==> config.mk <==
export PLATFORM = sky130hd
export DESIGN_NAME = btn_conditioner
export DESIGN_NICKNAME = d
export VERILOG_FILES = /design/src/rtl/btn_conditioner.sv
export SDC_FILE = /design/constraint.sdc
export NUM_CORES = 1
export LEC_CHECK = 0
export CAP_MARGIN = 0
export CORE_MARGIN = 4
export CORE_UTILIZATION = 58
export CTS_CLUSTER_SIZE = 8
export DETAILED_ROUTE_END_ITERATION = 10
export PLACE_DENSITY = 0.78
export SYNTH_ARGS = -nofsm -noshare
export SYNTH_HDL_FRONTEND = slang
export SYNTH_SLANG_ARGS = --single-unit
==> constraint.sdc <==
create_clock -name clk -period 2.3 [get_ports clk]
set_input_delay 0.23 -clock clk [delete_from_list [all_inputs] [get_ports clk]]
set_output_delay 0.23 -clock clk [all_outputs]
set_load 0.05 [all_outputs]
==> src/rtl/btn_conditioner.sv <==
// Button conditioner for two raw active-low push buttons: 2-flop sync,
// counter debounce, press/release pulses and a 6-bit press counter on LEDs.
//
// Ports:
//   clk          system clock, rising edge
//   rst_n        asynchronous active-low reset
//   btn1, btn2   raw buttons, active-low, asynchronous to clk
//   btn1_level   debounced button 1, active-high
//   btn2_level   debounced button 2, active-high
//   btn1_press   one-cycle pulse on debounced press of button 1
//   btn2_press   one-cycle pulse on debounced press of button 2
//   btn1_release one-cycle pulse on debounced release of button 1
//   btn2_release one-cycle pulse on debounced release of button 2
//   led          active-low LED drive, ~press_count
module btn_conditioner #(
    parameter int DB_CYCLES = 540000
) (
    input  logic       clk,
    input  logic       rst_n,
    input  logic       btn1,
    input  logic       btn2,
    output logic       btn1_level,
    output logic       btn2_level,
    output logic       btn1_press,
    output logic       btn2_press,
    output logic       btn1_release,
    output logic       btn2_release,
    output logic [5:0] led
);

    localparam int CNT_W = $clog2(DB_CYCLES + 1);
    localparam logic [CNT_W-1:0] LAST = CNT_W'(DB_CYCLES - 1);

    // Index 0 is button 1, index 1 is button 2.
    logic [1:0]       s1;
    logic [1:0]       s2;
    logic [1:0]       sync;
    logic [1:0]       level;
    logic [1:0]       press;
    logic [1:0]       release_p;
    logic [CNT_W-1:0] cnt [2];
    logic [5:0]       press_count;

    // Inversion after the second stage makes the debouncer work active-high.
    assign sync = ~s2;

    always_ff @(posedge clk or negedge rst_n) begin
        if (!rst_n) begin
            s1 <= 2'b11;
            s2 <= 2'b11;
        end else begin
            s1 <= {btn2, btn1};
            s2 <= s1;
        end
    end

    // The flip edge also raises the pulse, so the pulse is high exactly in
    // the first cycle of the new level.
    always_ff @(posedge clk or negedge rst_n) begin
        if (!rst_n) begin
            level     <= 2'b00;
            press     <= 2'b00;
            release_p <= 2'b00;
            for (int i = 0; i < 2; i++) begin
                cnt[i] <= '0;
            end
        end else begin
            for (int i = 0; i < 2; i++) begin
                press[i]     <= 1'b0;
                release_p[i] <= 1'b0;
                if (sync[i] == level[i]) begin
                    cnt[i] <= '0;
                end else if (cnt[i] == LAST) begin
                    level[i]     <= sync[i];
                    cnt[i]       <= '0;
                    press[i]     <= sync[i];
                    release_p[i] <= ~sync[i];
                end else begin
                    cnt[i] <= cnt[i] + 1'b1;
                end
            end
        end
    end

    // Clear has priority over increment when both pulses coincide.
    always_ff @(posedge clk or negedge rst_n) begin
        if (!rst_n) begin
            press_count <= 6'd0;
        end else if (press[1]) begin
            press_count <= 6'd0;
        end else if (press[0]) begin
            press_count <= press_count + 6'd1;
        end
    end

    assign btn1_level   = level[0];
    assign btn2_level   = level[1];
    assign btn1_press   = press[0];
    assign btn2_press   = press[1];
    assign btn1_release = release_p[0];
    assign btn2_release = release_p[1];
    assign led          = ~press_count;

endmodule

==> summary.md <==
| Metric | Value |
|---|---|
| Buf/Inv on CP | 1 |
| Final hold vios | 0 |
| CTS buffer count | 5 |
| Required time worst endpoint | 2500 ps |
| Setup bufs post-CTS | 0 |
| Period utilization | 0.880 |
| Internal power | 1.27 mW |
| I/O pin cnt | 16 |
| P_sw | 0.371 mW |
| Slowest-stage cell, CP | or4b_4 |
| Gr ovfl total | 0 |
| Yosys cell types | 30 |
| Drt total wl | 4.75 mm |
| Worst-case clock buffer depth | 2 |
| Worst-path cell chain | or4b_4 -> or4b_4 -> o21ai_4 -> buf_12 -> nor2_1 |
| Synth-to-Final Area Change | 13.9% |
| Die W | 75.2 microns |
| Final setup fails | 0 |
| CP endpoint kind | register |
| Layout cells sized above 1 | 0.0828 |
| Root Driver | clkbuf_8 |
| Initial drt markers | 130 |
| Final min period | 2020 ps |
| Syn Nets | 270 |
| Max_slew headroom | 0.587 |
| Reg2reg setup slack | 280 ps |
| Hold_sp | btn2 |
| Fin. max-slew vios | 0 |
| Fmax | 494 MHz |
| Count leader, synth | dfrtp_1 |
| Delay-heaviest family, CP | simple AND/OR/NAND/NOR gates |
| Sequential share of power | 0.618 |
| Clock skew after layout | 11.3 ps |
| Status | finished clean |
| Pwr dens | 548 nW/um^2 |
| CP max stage delay | 540 ps |
| RSZ-0062 raised after global routing | false |
| Worst hold path class | primary input to register |
| Worst Setup SP | cnt[5]$_DFF_PN0_ |
| CTS clk-pin slew, worst paths | 90 ps |
| DRC | 0 |
| # diodes | 0 |
| CTS H-Tree Depth | 2 |
| Post-synthesis cell count | 263 |
| Post-synth EDFFs | 0 |
| Post-CTS sizing | 0 |
| Routed via count | 1,976 |
| Post-Route Setup TNS | 0 ps |
| TritonCTS clock tree | yes |
| Startpoint types | register |
| Post-synthesis sequential area ratio | 0.536 |
| Vias in the first global route | 1,827 |
| Arrival time worst endpoint | 2220 ps |
| Most used cell, CP | or4b_4 |
| Largest net degree at the start of global routing | 31 |
| Setup Crit Path Kind | register to register |
| Dpl hpwl | 3.33 mm |
| Rows | 24 |
| Static leakage power | 1.17 nW |
| Synth top area cells | dfrtp_1, xnor2_1, nor2_1 |
| Final nets | 296 |
| WL/cell | 13.9 microns |
| Max Cap Viol | 0 |
| Combinational share of power | 0.038 |
| Clock power frac | 0.344 |
| Iteration count of the initial detailed-routing pass | 4 |
| Port Buffers | 15 |
| Routability congestion estimate | 0.844 |
| Final cell count without fillers | 342 |
| Peak supply drop | 316 uV |
| Leading area contributor after synthesis | dfrtp_1 |
| Switch share | 0.226 |
| Worst skew pair latency | 320 ps |
| Yosys top cell area share | 0.496 |
| Crit Path Max Fanout | 18 |
| Slew @ Worst Pin | 620 ps |
| Commonest cells post-synth | dfrtp_1, nor2_1, xnor2_1, nand3_1 |
| Core Region | 4350 sq um |
| Yosys warns | 0 |
| Vias per cell | 5.78 |
| Die height | 75.2 microns |
| Clock sinks | 56 |
| Die ar. | 5660 sq um |
| Number of routed nets with antenna violations | 0 |
| Initial antenna violation count | 0 |
| Worst r2r src | cnt[5]$_DFF_PN0_ |
| Post-synth top flop | dfrtp_1 |
| Seq cells post-synth | 56 |
| Total power | 1.64 mW |
| First-pass GRT wire length | 8.24 mm |
| Syn_area_per_cell | 9.97 sq um |
| Synthesized cell area | 2620 sq um |
| Async set or reset register ratio after synthesis | 1.00 |
| Placed cells | 333 |
| Initial Util | 0.602 |
| Total track usage | 0.191 |
## placed cells by master (no fill, tap or decap), drive strengths merged
master | netlist | routed
dfrtp | 52 | 52
xnor2 | 31 | 31
dlygate4sd3 | 0 | 1
a21oi | 5 | 5
dfstp | 4 | 4
buf | 1 | 6
or3 | 1 | 1
nor2 | 48 | 48
and3 | 6 | 6
or3b | 1 | 1
o21ai | 8 | 8
mux2i | 2 | 2
inv | 14 | 14
or4 | 1 | 1
ha | 3 | 3
clkdlybuf4s50 | 0 | 14
nor4 | 14 | 14
nand3 | 23 | 23
nand4 | 12 | 12
or4b | 2 | 2
nor3 | 12 | 12
xor2 | 5 | 5
nor4b | 1 | 1
a21o | 3 | 3
nor3b | 1 | 1
or2 | 2 | 2
and2 | 1 | 1
nor2b | 1 | 1
nand2 | 8 | 8
clkinvlp | 0 | 2
clkbuf | 1 | 6
## power by group through the flow
stage | Sequential [mW] | Combinational, mW | Clock [mW]
floorplan | 1.03 | 0.0248 | 0
global placement | 1.03 | 0.0616 | 0
detailed placement | 1.03 | 0.0635 | 0
CTS | 1.01 | 0.0645 | 0.583
global route | 1.01 | 0.0699 | 0.610
finish | 1.01 | 0.0623 | 0.563
## flip-flops by register name, indices dropped and copies added, names as in the netlist
register,flops
level,2
s2,2
s1,2
press_count,6
cnt,40
press,2
release_p,2
## through the flow
| step | hold slack, ps | cell area (sq um) | setup slack, ps | util |
|---|---|---|---|---|
| 4_1_cts | 308 | 2990 | 273 | 0.686 |
| 3_3_place_gp | 284 | 2880 | 332 | 0.661 |
| 2_1_floorplan | -65.6 | 2620 | 292 | - |
| 6_report | 321 | 2990 | 275 | 0.686 |
| 5_1_grt | 304 | 2990 | 185 | 0.686 |
| 3_5_place_dp | 286 | 2880 | 288 | 0.661 |
## timing repair
action,in CTS,in global routing
endpoints found under the setup margin,0,0
hold buffers,1,0
endpoints found under the hold margin,26,0
## cell type report
cell class,count,area [sq um]
clock buffer,6,82.6
clock inverter,2,15.0
fill,363,1370
inverter,14,52.6
multi-input combinational,191,1150
sequential,56,1410
tap,52,65.1
timing repair buffer,21,218
## metal layers
metal | vias up | GRT usage | share of wire
met1 | 955 | 0.262 | 0.47
met4 | 0 | 0.0699 | 0.015
met2 | 47 | 0.295 | 0.46
met3 | 6 | 0.0481 | 0.052
li1 | 968 | - | -
met5 | - | 0 | 0
## final timing paths
path / end / cells after the start
worst max-delay path: cnt[0]$_DFF_PN0_ / 5
worst min-delay path: s1[1]$_DFF_PN1_ / 1
worst max register to register: cnt[0]$_DFF_PN0_ / 5
worst min register to register: s2[1]$_DFF_PN1_ / 0
max in group asynchronous: s1[1]$_DFF_PN1_ / 3
min in group asynchronous: cnt[2]$_DFF_PN0_ / 2
## kinds of logic (layout without fill, tap and decap cells)
family                     Yosys count  in the layout  synth area share
buffers and inverters               16             43            0.0258
AOI/OAI and AO/OA                   16             16            0.0377
and+or+nand+nor                    134            134             0.258
xor gates and xnor gates            36             36             0.120
adders and majority gates            3              3            0.0143
muxes                                2              2           0.00763
DFF                                 56             56             0.536
Note: power is estimated with default switching activity, not from simulation.
